## src/rtl/shift_reg_pkg.sv

```systemverilog
// shift_reg_pkg: shared definitions for the shift_reg_seq register/shifter.
//   op_e         - operation codes driven on the op port
//   state_e      - sequencer states
//   amt_width()  - width of the shift-amount port for a given register width
//   is_shift_op()- true for ops that run as a multi-cycle step sequence
// Optional feature macro: SHIFT_REG_ROTATE_EN (enables ROTL/ROTR).
package shift_reg_pkg;

  typedef enum logic [2:0] {
    OP_HOLD = 3'b000,
    OP_LOAD = 3'b001,
    OP_SHL  = 3'b010,
    OP_SHR  = 3'b011,
    OP_ASR  = 3'b100,
    OP_ROTL = 3'b101,
    OP_ROTR = 3'b110,
    OP_RSVD = 3'b111
  } op_e;

  typedef enum logic {
    ST_IDLE  = 1'b0,
    ST_SHIFT = 1'b1
  } state_e;

  function automatic int unsigned amt_width(input int unsigned width);
    return (width <= 2) ? 1 : $clog2(width);
  endfunction

  // Rotates only count as sequenced ops when the rotate logic is built;
  // otherwise they fall back to HOLD behaviour.
  function automatic logic is_shift_op(input op_e o);
    logic r;
    r = 1'b0;
    case (o)
      OP_SHL, OP_SHR, OP_ASR: r = 1'b1;
`ifdef SHIFT_REG_ROTATE_EN
      OP_ROTL, OP_ROTR:       r = 1'b1;
`endif
      default:                r = 1'b0;
    endcase
    return r;
  endfunction

endpackage

```

## src/rtl/shift_reg_step.sv

```systemverilog
// shift_reg_step: purely combinational one-bit step of a shift/rotate op.
// Ports:
//   q       in  WIDTH  current register contents
//   op      in  op_e   operation to step (non-shift ops pass q through)
//   ser_in  in  1      fill bit for SHL/SHR
//   q_next  out WIDTH  register contents after one step
//   out_bit out 1      bit leaving the register on this step
// Optional feature macro: SHIFT_REG_ROTATE_EN (builds ROTL/ROTR paths).
module shift_reg_step
  import shift_reg_pkg::*;
#(
  parameter int unsigned WIDTH = 16
) (
  input  logic [WIDTH-1:0] q,
  input  op_e              op,
  input  logic             ser_in,
  output logic [WIDTH-1:0] q_next,
  output logic             out_bit
);

  always_comb begin
    q_next  = q;
    out_bit = 1'b0;
    case (op)
      OP_SHL: begin
        q_next  = {q[WIDTH-2:0], ser_in};
        out_bit = q[WIDTH-1];
      end
      OP_SHR: begin
        q_next  = {ser_in, q[WIDTH-1:1]};
        out_bit = q[0];
      end
      OP_ASR: begin
        q_next  = {q[WIDTH-1], q[WIDTH-1:1]};
        out_bit = q[0];
      end
`ifdef SHIFT_REG_ROTATE_EN
      OP_ROTL: begin
        q_next  = {q[WIDTH-2:0], q[WIDTH-1]};
        out_bit = q[WIDTH-1];
      end
      OP_ROTR: begin
        q_next  = {q[0], q[WIDTH-1:1]};
        out_bit = q[0];
      end
`endif
      default: begin
        q_next  = q;
        out_bit = 1'b0;
      end
    endcase
  end

endmodule

```

## src/rtl/shift_reg_seq.sv

```systemverilog
// shift_reg_seq: WIDTH-bit register with parallel load and multi-cycle
// shift/rotate sequencing under a start/busy/done handshake.
// Ports:
//   clk      in  1      rising-edge clock
//   resetn   in  1      synchronous active-low reset
//   start    in  1      request, sampled only while busy=0
//   op       in  3      operation code (see shift_reg_pkg::op_e)
//   amt      in  AMT_W  shift count 0..WIDTH-1
//   D        in  WIDTH  parallel load data
//   ser_in   in  1      serial fill bit for SHL/SHR, sampled every step
//   Q        out WIDTH  register contents
//   Qnot     out WIDTH  ~Q, combinational
//   ser_out  out 1      last bit shifted/rotated out (registered)
//   busy     out 1      multi-cycle shift in progress
//   done     out 1      one-cycle completion pulse
// Optional feature macro: SHIFT_REG_ROTATE_EN (op 101/110 rotate; otherwise
// they act as HOLD).
module shift_reg_seq
  import shift_reg_pkg::*;
#(
  parameter  int unsigned WIDTH = 16,
  localparam int unsigned AMT_W = amt_width(WIDTH)
) (
  input  logic             clk,
  input  logic             resetn,
  input  logic             start,
  input  logic [2:0]       op,
  input  logic [AMT_W-1:0] amt,
  input  logic [WIDTH-1:0] D,
  input  logic             ser_in,
  output logic [WIDTH-1:0] Q,
  output logic [WIDTH-1:0] Qnot,
  output logic             ser_out,
  output logic             busy,
  output logic             done
);

  state_e           state, state_nx;
  op_e              op_lat, op_lat_nx;
  logic [AMT_W-1:0] remaining, remaining_nx;
  logic [WIDTH-1:0] q_nx;
  logic             ser_out_nx, busy_nx, done_nx;

  logic [WIDTH-1:0] step_q;
  logic             step_bit;
  op_e              op_in;

  assign op_in = op_e'(op);
  assign Qnot  = ~Q;

  shift_reg_step #(.WIDTH(WIDTH)) u_step (
    .q       (Q),
    .op      (op_lat),
    .ser_in  (ser_in),
    .q_next  (step_q),
    .out_bit (step_bit)
  );

  always_ff @(posedge clk) begin
    if (!resetn) begin
      state     <= ST_IDLE;
      op_lat    <= OP_HOLD;
      remaining <= '0;
      Q         <= '0;
      ser_out   <= 1'b0;
      busy      <= 1'b0;
      done      <= 1'b0;
    end else begin
      state     <= state_nx;
      op_lat    <= op_lat_nx;
      remaining <= remaining_nx;
      Q         <= q_nx;
      ser_out   <= ser_out_nx;
      busy      <= busy_nx;
      done      <= done_nx;
    end
  end

  always_comb begin
    state_nx     = state;
    op_lat_nx    = op_lat;
    remaining_nx = remaining;
    q_nx         = Q;
    ser_out_nx   = ser_out;
    busy_nx      = busy;
    done_nx      = 1'b0;
    case (state)
      ST_IDLE: begin
        if (start) begin
          if (is_shift_op(op_in) && (amt != '0)) begin
            // Acceptance edge only latches; the first step is the next edge.
            op_lat_nx    = op_in;
            remaining_nx = amt;
            busy_nx      = 1'b1;
            state_nx     = ST_SHIFT;
          end else begin
            done_nx = 1'b1;
            if (op_in == OP_LOAD) q_nx = D;
          end
        end
      end
      ST_SHIFT: begin
        q_nx         = step_q;
        ser_out_nx   = step_bit;
        remaining_nx = remaining - 1'b1;
        if (remaining == AMT_W'(1)) begin
          state_nx = ST_IDLE;
          busy_nx  = 1'b0;
          done_nx  = 1'b1;
        end
      end
    endcase
  end

endmodule

```

## config.mk

```make
export PLATFORM = sky130hd
export DESIGN_NAME = shift_reg_seq
export DESIGN_NICKNAME = d
export VERILOG_FILES = /design/src/rtl/shift_reg_pkg.sv /design/src/rtl/shift_reg_step.sv /design/src/rtl/shift_reg_seq.sv
export SDC_FILE = /design/constraint.sdc
export NUM_CORES = 1
export LEC_CHECK = 0
export BUFFER_PORTS_ARGS = -buffer_cell sky130_fd_sc_hd__buf_2
export CORE_ASPECT_RATIO = 0.75
export CORE_MARGIN = 5
export CORE_UTILIZATION = 48
export CTS_BUF_LIST = sky130_fd_sc_hd__clkbuf_2 sky130_fd_sc_hd__clkbuf_4 sky130_fd_sc_hd__clkbuf_8
export DETAILED_ROUTE_END_ITERATION = 8
export PLACE_DENSITY = 0.82
export SYNTH_ARGS = -nofsm -noshare
export SYNTH_HDL_FRONTEND = slang
export SYNTH_HIERARCHICAL = 1
export SYNTH_SLANG_ARGS = --single-unit
```

## constraint.sdc

```tcl
create_clock -name clk -period 2.2 [get_ports clk]
set_input_delay 0.22 -clock clk [delete_from_list [all_inputs] [get_ports clk]]
set_output_delay 0.22 -clock clk [all_outputs]
set_load 0.02 [all_outputs]
```

==> flow_summary.yaml, run 1 <==
critical_path:
  critical_path_required_ns: 2.38
  reg2reg_slack_ns: 0.45
  cp-end-kind: "flip-flop"
  rr_endpoint: "Q[4]"
  crit-reg2reg-launch: "op_lat[1]"
  worst-setup-path-type: "reg -> reg"
  critical_path.startpoint_type: "flip-flop"
  timing.reg2reg.worst_path_depth: 7
  critPathMaxFanout: 14
  data_arrival_critical_path_ns: 1.93
synthesis:
  mappedNetlistArea_um2: 2170
  fraction_of_synthesis_flops_using_an_asynchronous_set_or_reset_pin_pct: 0
  synthesis.instances: 263
  syn_avg_cell_area_um2: 8.25
  mappedNetlistNets: 292
  ys.warnings.count: 6
  yosysMostFrequentCell: "sky130_fd_sc_hd__a21oi_1"
  synthDistinctLibCells: 43
  synth_top_cells_by_area: "sky130_fd_sc_hd__dfxtp_1 (25%), sky130_fd_sc_hd__or3b_1 (12%), sky130_fd_sc_hd__mux2i_1 (9.2%), sky130_fd_sc_hd__o211a_1 (7.8%), sky130_fd_sc_hd__a21oi_1 (7.2%)"
  seq_total_area_yosys_pct: 24.9
  synthTopCellsByCount: "sky130_fd_sc_hd__a21oi_1 (31), sky130_fd_sc_hd__or3b_1 (30), sky130_fd_sc_hd__dfxtp_1 (27), sky130_fd_sc_hd__nor2_1 (23), sky130_fd_sc_hd__nand2_1 (22)"
  synth_edf_count: 0
  synth_largest_area_cell: "sky130_fd_sc_hd__dfxtp_1"
  share_of_the_synthesized_area_in_the_top_cell_type_pct: 24.9
  synth-seq-cells: 27
  ys.flop_type: "sky130_fd_sc_hd__dfxtp_1"
place:
  detailedPlace.worstSlack_ns: 0.469
  placement.io_buffers: 61
  gp_congestion: 0.819
  detailedPlacementHpwl_um: 3840
global_routing:
  grt_first_pass_wirelength_um: 8660
  global_route.usage.total_pct: 18.1
  met1_usage_pct: 24.8
  grt_most_used_layer: "met2"
  use_met2_pct: 29.9
  global_route.usage.met3_pct: 3.49
  grt_start_max_net_pins: 34
  global_route.overflow_total: 0
  first_global_vias: 1802
  grt_antenna_before_repair: 0
route:
  num_vias: 2063
  detail_route.wl_per_cell_um: 14.3
  drt_pass1_iterations: 4
  vias_per_cell: 5.53
  final_antenna_net_count: 0
  initialDrtViolationCount: 88
  totalWireLength_um: 5350
  drc_viols: 0
worst_hold_path:
  holdCritPathClass: "in -> reg"
  hold_path_startpoint: "op[1]"
  min_delay_path_depth: 2
  endpoint_of_the_worst_hold_path: "op_lat[2]"
clock_network:
  post_cts_resized: 0
  clkTransAtPathRegs_ns: 0.10
  max-clock-path-buffers: 2
  ctsRootBufferMaster: "sky130_fd_sc_hd__clkbuf_8"
  clock_tree.htree_level_count: 1
  tritoncts: "yes"
  worst_skew_pair_later_pin_latency_ns: 0.28
  cts.repair_timing.setup_buffer_count: 0
  numClockSinks: 27
  numCtsBuffers: 3
  ctsHoldBuffers: 0
timing:
  holdWs_ns: 0.199
  max_freq_mhz: 571
  rsz_0062_raised_after_global_routing: "false"
  timing.clock.skew_ns: 0.00230
  timing.setup.tns_ns: 0
  setup_ws_ns: 0.450
  report.final.slew_viol_count: 0
  finish_stage_setup_viols: 0
  worst_slew_pin_slew_ns: 0.631
  fin_crit_ns: 1.75
  fin_crit_sh_pct: 79.6
  slew_headroom_pct: 58.0
  final_hold_vio_count: 0
die:
  design.portCount: 62
  die_w_um: 87.6
  die_height_um: 68.2
  dieArea_um2: 5980
  core_area_um2: 4410
  rows: 21
  starting_density_of_the_core_pct: 49.1
power:
  max-vdd-ir-drop_uv: 246
  leakage_nw: 1.19
  pwr_density_cell_nw_per_um2: 568
final_layout:
  post_route_cells_drive_above_1_share_pct: 29.7
  syn2layout_area_growth_pct: 18.0
  diodes: 0
  final_net_count: 346
run:
  max-cap-violations: 0
run_status:
  status: "completed"
layout by cell type, fill, tap and decap left out, types with 2 or more instances in the layout:
cell / n
sky130_fd_sc_hd__inv_1: 19
sky130_fd_sc_hd__buf_2: 61
sky130_fd_sc_hd__nor2_1: 23
sky130_fd_sc_hd__nand2_1: 22
sky130_fd_sc_hd__o21a_1: 3
sky130_fd_sc_hd__dfxtp_1: 27
sky130_fd_sc_hd__clkbuf_8: 3
sky130_fd_sc_hd__ha_1: 2
sky130_fd_sc_hd__a211oi_2: 10
sky130_fd_sc_hd__o211a_1: 17
sky130_fd_sc_hd__nor3_1: 2
sky130_fd_sc_hd__a32o_1: 2
sky130_fd_sc_hd__nand2b_1: 2
sky130_fd_sc_hd__or3b_1: 30
sky130_fd_sc_hd__a21oi_1: 31
sky130_fd_sc_hd__a211oi_1: 5
sky130_fd_sc_hd__mux2i_1: 20
sky130_fd_sc_hd__nor2b_1: 3
sky130_fd_sc_hd__buf_4: 11
report_power, final:
part / internal [mW] / switching, mW
clock network: 0.127 / 0.165
logic: 0.242 / 0.322
registers: 0.534 / 0.0648
stage by stage:
step | instance area, µm² | utilization, % | total power [mW] | instances
floorplan | 2170 | - | 1.01 | 263
global placement | 2510 | 56.9 | 1.16 | 369
detailed placement | 2510 | 56.9 | 1.17 | 369
CTS | 2560 | 58.0 | 1.47 | 373
global route | 2560 | 58.0 | 1.55 | 373
finish | 2560 | 58.0 | 1.46 | 373
critical path: stages (launching register included):
cell	delay [ns]
sky130_fd_sc_hd__dfxtp_1	0.43
sky130_fd_sc_hd__buf_4	0.21
sky130_fd_sc_hd__or3b_1	0.35
sky130_fd_sc_hd__a21oi_1	0.20
sky130_fd_sc_hd__a211oi_2	0.08
sky130_fd_sc_hd__mux2i_1	0.16
sky130_fd_sc_hd__nand2_1	0.07
sky130_fd_sc_hd__o211a_1	0.15
worst max path at each step:
stage	from	endpoint	slack, ns
final	op_lat[1]	Q[4]	0.45
after global routing	op_lat[1]	Q[4]	0.27
after CTS	op_lat[1]	Q[4]	0.43
after detailed placement	op_lat[1]	Q[2]	0.47
after global placement	op_lat[1]	Q[0]	0.54
after floorplan	op_lat[2]	Q[2]	0.62
cell type report:
class                      count  area, µm²
inverter                      19       71.3
tap                           57       71.3
clock buffer                   3       41.3
multi-input combinational    194       1440
sequential                    27        541
clock inverter                 1       5.00
fill                         418       1850
timing repair buffer          72        388
state kept, by name (all words and copies together) (netlist names):
signal     count
ser_out        1
Q             16
state          1
busy           1
remaining      4
done           1
op_lat         3
metal layers:
layer / routed length, µm / vias to the layer above
met2: 2480 / 47
met1: 2550 / 965
li1: - / 1049
met4: 27 / 0
met3: 293 / 2
met5: 0 / -
logic make-up (layout without fill, tap and decap cells):
group | count (synthesis) | count (layout) | synth area share, %
AND/OR/NAND/NOR | 91 | 91 | 26.7
XOR/XNOR | 2 | 2 | 1.15
flip-flops | 27 | 27 | 24.9
buffers and inverters | 42 | 95 | 8.59
AO/OA/AOI/OAI | 78 | 78 | 27.7
adder cells (fa/ha/maj) | 2 | 2 | 1.15
multiplexers | 21 | 21 | 9.75
Power figures use the tool's default switching activity.
==> run 2: changes to the inputs <==
--- a/config.mk
+++ b/config.mk
@@ -11,7 +11,7 @@
 export CORE_UTILIZATION = 48
 export CTS_BUF_LIST = sky130_fd_sc_hd__clkbuf_2 sky130_fd_sc_hd__clkbuf_4 sky130_fd_sc_hd__clkbuf_8
 export DETAILED_ROUTE_END_ITERATION = 8
-export PLACE_DENSITY = 0.82
+export PLACE_DENSITY = 0.85
 export SYNTH_ARGS = -nofsm -noshare
 export SYNTH_HDL_FRONTEND = slang
 export SYNTH_HIERARCHICAL = 1
==> constraint.sdc (replaced) <==
create_clock -name clk -period 1.6 [get_ports clk]
set_input_delay 0.16 -clock clk [delete_from_list [all_inputs] [get_ports clk]]
set_output_delay 0.16 -clock clk [all_outputs]
set_load 0.02 [all_outputs]
==> flow_summary.yaml, run 2 (synthesis results as in run 1) <==
clock_network:
  clock_tree.htree_level_count: 1
  tritoncts: "yes"
  max-clock-path-buffers: 2
  ctsHoldBuffers: 0
  numClockSinks: 27
  ctsRootBufferMaster: "sky130_fd_sc_hd__clkbuf_8"
  clkTransAtPathRegs_ns: 0.10
  worst_skew_pair_later_pin_latency_ns: 0.28
  numCtsBuffers: 3
route:
  initialDrtViolationCount: 198
  totalWireLength_um: 6140
  vias_per_cell: 5.67
  drt_pass1_iterations: 4
  final_antenna_net_count: 0
  num_vias: 2184
  detail_route.wl_per_cell_um: 16.0
  drc_viols: 0
run:
  max-cap-violations: 0
power:
  swShare_pct: 37.7
  power.share.sequential_pct: 37.7
  leakage_nw: 1.30
  share_comb_of_total_power_pct: 42.5
  total_switching_power_mw: 0.814
  p_int_mw: 1.34
  p_clk_share_pct: 19.8
  pwr_density_cell_nw_per_um2: 762
  max-vdd-ir-drop_uv: 546
timing:
  setup_ws_ns: -0.0492
  timing.clock.skew_ns: 0.00627
  rsz_0062_raised_after_global_routing: "true"
  timing.setup.tns_ns: -0.0861
  finish_stage_setup_viols: 3
  holdWs_ns: 0.137
  worst_slew_pin_slew_ns: 0.506
  max_freq_mhz: 606
  fin_crit_ns: 1.65
  final_hold_vio_count: 0
  report.final.slew_viol_count: 0
  slew_headroom_pct: 66.3
  fin_crit_sh_pct: 103
die:
  dieArea_um2: 5980
  design.portCount: 62
  core_area_um2: 4410
  rows: 21
  starting_density_of_the_core_pct: 49.1
  die_w_um: 87.6
  die_height_um: 68.2
global_routing:
  grt_start_max_net_pins: 37
  global_route.overflow_total: 0
  grt_antenna_before_repair: 0
  grt_first_pass_wirelength_um: 9200
  global_route.usage.total_pct: 19.1
  first_global_vias: 1954
place:
  dp.cells: 379
  detailedPlacementHpwl_um: 4160
  gp_congestion: 0.839
  placement.io_buffers: 61
  detailedPlace.worstSlack_ns: -0.0125
critical_path:
  data_arrival_critical_path_ns: 1.83
  worst-setup-path-type: "reg -> reg"
  cp-end-kind: "flip-flop"
  critical_path.startpoint_type: "flip-flop"
  critical_path_required_ns: 1.78
  critPathMaxFanout: 14
final_layout:
  finalCoreUtilization_pct: 64.2
  largest_register_ffs: 16
  diodes: 0
  layout_common_cells: "sky130_fd_sc_hd__buf_2 (61), sky130_fd_sc_hd__dfxtp_1 (25), sky130_fd_sc_hd__or3b_1 (25)"
  reg_top3: "Q (16), remaining (4), op_lat (3)"
  register_with_the_most_flip_flops: "Q"
  layout.cells.most_common: "sky130_fd_sc_hd__buf_2"
  layout.cells.non_filler: 385
  final_net_count: 358
  syn2layout_area_growth_pct: 30.6
  post_route_cells_drive_above_1_share_pct: 38.4
run_status:
  failed_checks: "negative setup slack"
  status: "finished with violations"
worst_hold_path:
  holdCritPathClass: "in -> reg"
==> run 2: per-layer routing <==
layer | wire (µm) | GRT usage [%] | up-vias | share of wire, %
li1 | - | - | 1072 | -
met1 | 2830 | 27.1 | 1021 | 46
met2 | 2870 | 32.0 | 87 | 47
met3 | 398 | 2.53 | 4 | 6.5
met4 | 41 | 2.30 | 0 | 0.67
met5 | 0 | 0 | - | 0
==> run 2: stage by stage <==
stage                     cell area [µm²]  power, mW
after floorplan                      2170       1.39
after global placement               2640       1.65
after detailed placement             2640       1.67
after global routing                 2830       2.28
after CTS                            2690       2.10
final                                2830       2.16
==> run 2: path summary, 6_finish.rpt <==
path / startpoint / endpoint / slack [ns] / cells after the start
max: op_lat[1] / Q[4] / -0.05 / 7
min: op[1] / op_lat[2] / 0.14 / 2
max reg2reg: op_lat[1] / Q[4] / -0.05 / 7
min reg2reg: busy / busy / 0.49 / 2
==> run 2: timing repair <==
| item | 4_1_cts | 5_1_grt |
|---|---|---|
| gates cloned | 0 | 2 |
| resized for setup | 1 | 24 |
| setup endpoints to repair | 1 | 16 |
| endpoints found under the hold margin | 0 | 0 |
| buffers inserted | 0 | 0 |
| pin swaps | 0 | 8 |
==> run 2: power by group through the flow <==
stage	clock network (mW)	registers, mW	logic (mW)
finish	0.428	0.813	0.917
global placement	0	0.819	0.828
global route	0.463	0.824	0.991
CTS	0.435	0.808	0.852
floorplan	0	0.871	0.521
detailed placement	0	0.824	0.850
==> run 2: worst max-delay path: stages, from the launching register on <==
cell and delay [ns]:
sky130_fd_sc_hd__dfxtp_4 0.38, sky130_fd_sc_hd__clkbuf_16 0.17, sky130_fd_sc_hd__or3b_1 0.38, sky130_fd_sc_hd__a21oi_1 0.21, sky130_fd_sc_hd__a211oi_2 0.07, sky130_fd_sc_hd__mux2i_1 0.14
sky130_fd_sc_hd__nand2_1 0.07, sky130_fd_sc_hd__o211a_1 0.13
==> run 2: layout make-up <==
cell class | count | area [µm²]
fill | 368 | 1580
multi-input combinational | 194 | 1530
timing repair buffer | 84 | 567
sequential | 27 | 548
inverter | 19 | 71.3
tap | 57 | 71.3
clock buffer | 4 | 48.8
==> run 3: changes to the inputs <==
==> constraint.sdc (replaced) <==
create_clock -name clk -period 1.4 [get_ports clk]
set_input_delay 0.14 -clock clk [delete_from_list [all_inputs] [get_ports clk]]
set_output_delay 0.14 -clock clk [all_outputs]
set_load 0.02 [all_outputs]
==> flow_summary.yaml, run 3 (synthesis results as in run 1) <==
route:
  num_vias: 2267
  detail_route.wl_per_cell_um: 16.5
  totalWireLength_um: 6610
  initialDrtViolationCount: 208
  drt_pass1_iterations: 4
  final_antenna_net_count: 0
  drc_viols: 0
  vias_per_cell: 5.65
worst_hold_path:
  min_delay_path_depth: 2
  holdCritPathClass: "in -> reg"
  hold_path_startpoint: "op[1]"
  endpoint_of_the_worst_hold_path: "op_lat[2]"
run_status:
  failed_checks: "negative setup slack"
  status: "finished with violations"
timing:
  report.final.slew_viol_count: 0
  setup_ws_ns: -0.219
  rsz_0062_raised_after_global_routing: "true"
  finish_stage_setup_viols: 16
  timing.clock.skew_ns: 0.00459
  final_hold_vio_count: 0
  worst_slew_pin_slew_ns: 0.480
  slew_headroom_pct: 68.0
  max_freq_mhz: 618
  fin_crit_ns: 1.62
  holdWs_ns: 0.119
  fin_crit_sh_pct: 116
power:
  leakage_nw: 1.38
  max-vdd-ir-drop_uv: 514
  pwr_density_cell_nw_per_um2: 860
  post-layout-total-power_mw: 2.57
final_layout:
  post_route_cells_drive_above_1_share_pct: 45.9
  register_with_the_most_flip_flops: "Q"
  layout_common_cells: "sky130_fd_sc_hd__buf_2 (61), sky130_fd_sc_hd__buf_4 (30), sky130_fd_sc_hd__or3b_1 (26)"
  finalCoreUtilization_pct: 67.8
  layout.cells.most_common: "sky130_fd_sc_hd__buf_2"
  largest_register_ffs: 16
  filler_cell_count: 330
  reg_top3: "Q (16), remaining (4), op_lat (3)"
  layout.cell_area.non_filler_um2: 2990
  final_net_count: 374
  diodes: 0
  syn2layout_area_growth_pct: 37.9
critical_path:
  cpPeakStageDelay_ns: 0.37
  timing.reg2reg.worst_path_depth: 8
  critical-path-top-delay-family: "flip-flops"
  rr_endpoint: "Q[4]"
  critical_path.cell_chain: "buf_12, xor2_4, buf_4, a21oi_1, a211oi_2, mux2i_1, nand2_1, o211a_1"
  critical-path-slowest-cell: "sky130_fd_sc_hd__dfxtp_4"
  critPathMaxFanout: 18
  critical_path.startpoint_type: "flip-flop"
  data_arrival_critical_path_ns: 1.80
  reg2reg_slack_ns: -0.22
  crit-reg2reg-launch: "op_lat[1]"
  critPathBufInv: 2
  cp-end-kind: "flip-flop"
  worst-setup-path-type: "reg -> reg"
  critical_path_required_ns: 1.58
clock_network:
  ctsHoldBuffers: 0
  numCtsBuffers: 3
  worst_skew_pair_later_pin_latency_ns: 0.28
  tritoncts: "yes"
  clock_tree.htree_level_count: 1
  ctsRootBufferMaster: "sky130_fd_sc_hd__clkbuf_8"
  clkTransAtPathRegs_ns: 0.09
  numClockSinks: 27
  max-clock-path-buffers: 2
die:
  core_area_um2: 4410
  dieArea_um2: 5980
  rows: 21
  design.portCount: 62
  die_w_um: 87.6
  starting_density_of_the_core_pct: 49.1
  die_height_um: 68.2
global_routing:
  grt_start_max_net_pins: 33
  global_route.usage.total_pct: 20.9
  global_route.overflow_total: 0
  first_global_vias: 2058
  grt_first_pass_wirelength_um: 9870
  grt_antenna_before_repair: 0
place:
  place_area_um2: 2740
  gp_congestion: 0.857
  placement.io_buffers: 61
  detailedPlacementHpwl_um: 4240
run:
  max-cap-violations: 0
==> run 3: cell type report <==
cell class | instances | area [µm²] | share of cell area (%)
tap | 57 | 71.3 | 2.38
sequential | 27 | 549 | 18.4
inverter | 19 | 71.3 | 2.38
clock buffer | 4 | 48.8 | 1.63
timing repair buffer | 100 | 658 | 22.0
multi-input combinational | 194 | 1590 | 53.2
==> run 3: per-layer routing <==
layer / global-route usage [%] / wire length (µm)
met5: 0 / 0
met1: 28.0 / 2750
met4: 5.17 / 161
met3: 4.57 / 642
met2: 34.2 / 3060
==> run 3: metrics by stage <==
stage	TNS [ns]	worst slack, ns	cells
after global placement	-1.50	-0.118	390
after detailed placement	-2.24	-0.170	390
after floorplan	-0.732	-0.0555	263
after CTS	-1.84	-0.129	400
after global routing	-3.38	-0.300	401
final	-2.15	-0.219	401
==> run 3: power breakdown <==
| group | internal [mW] | switching (mW) |
|---|---|---|
| Clock | 0.224 | 0.259 |
| Combinational | 0.542 | 0.636 |
| Sequential | 0.838 | 0.0719 |
==> run 3: how the worst max path moves through the flow <==
stage	start	to	slack [ns]	cells past startpoint
floorplan	op_lat[2]	Q[11]	-0.06	7
global placement	op_lat[2]	Q[5]	-0.12	6
detailed placement	op_lat[2]	Q[1]	-0.17	6
CTS	op_lat[1]	Q[11]	-0.13	7
global route	op_lat[1]	Q[4]	-0.30	7
finish	op_lat[1]	Q[4]	-0.22	8
==> run 3: timing repair <==
item                                   in CTS  in global routing
resized for setup                           6                 27
buffers inserted                            6                  0
gates cloned                                0                  1
endpoints found under the hold margin       0                  0
setup endpoints to repair                  17                 17
pin swaps                                   3                  5
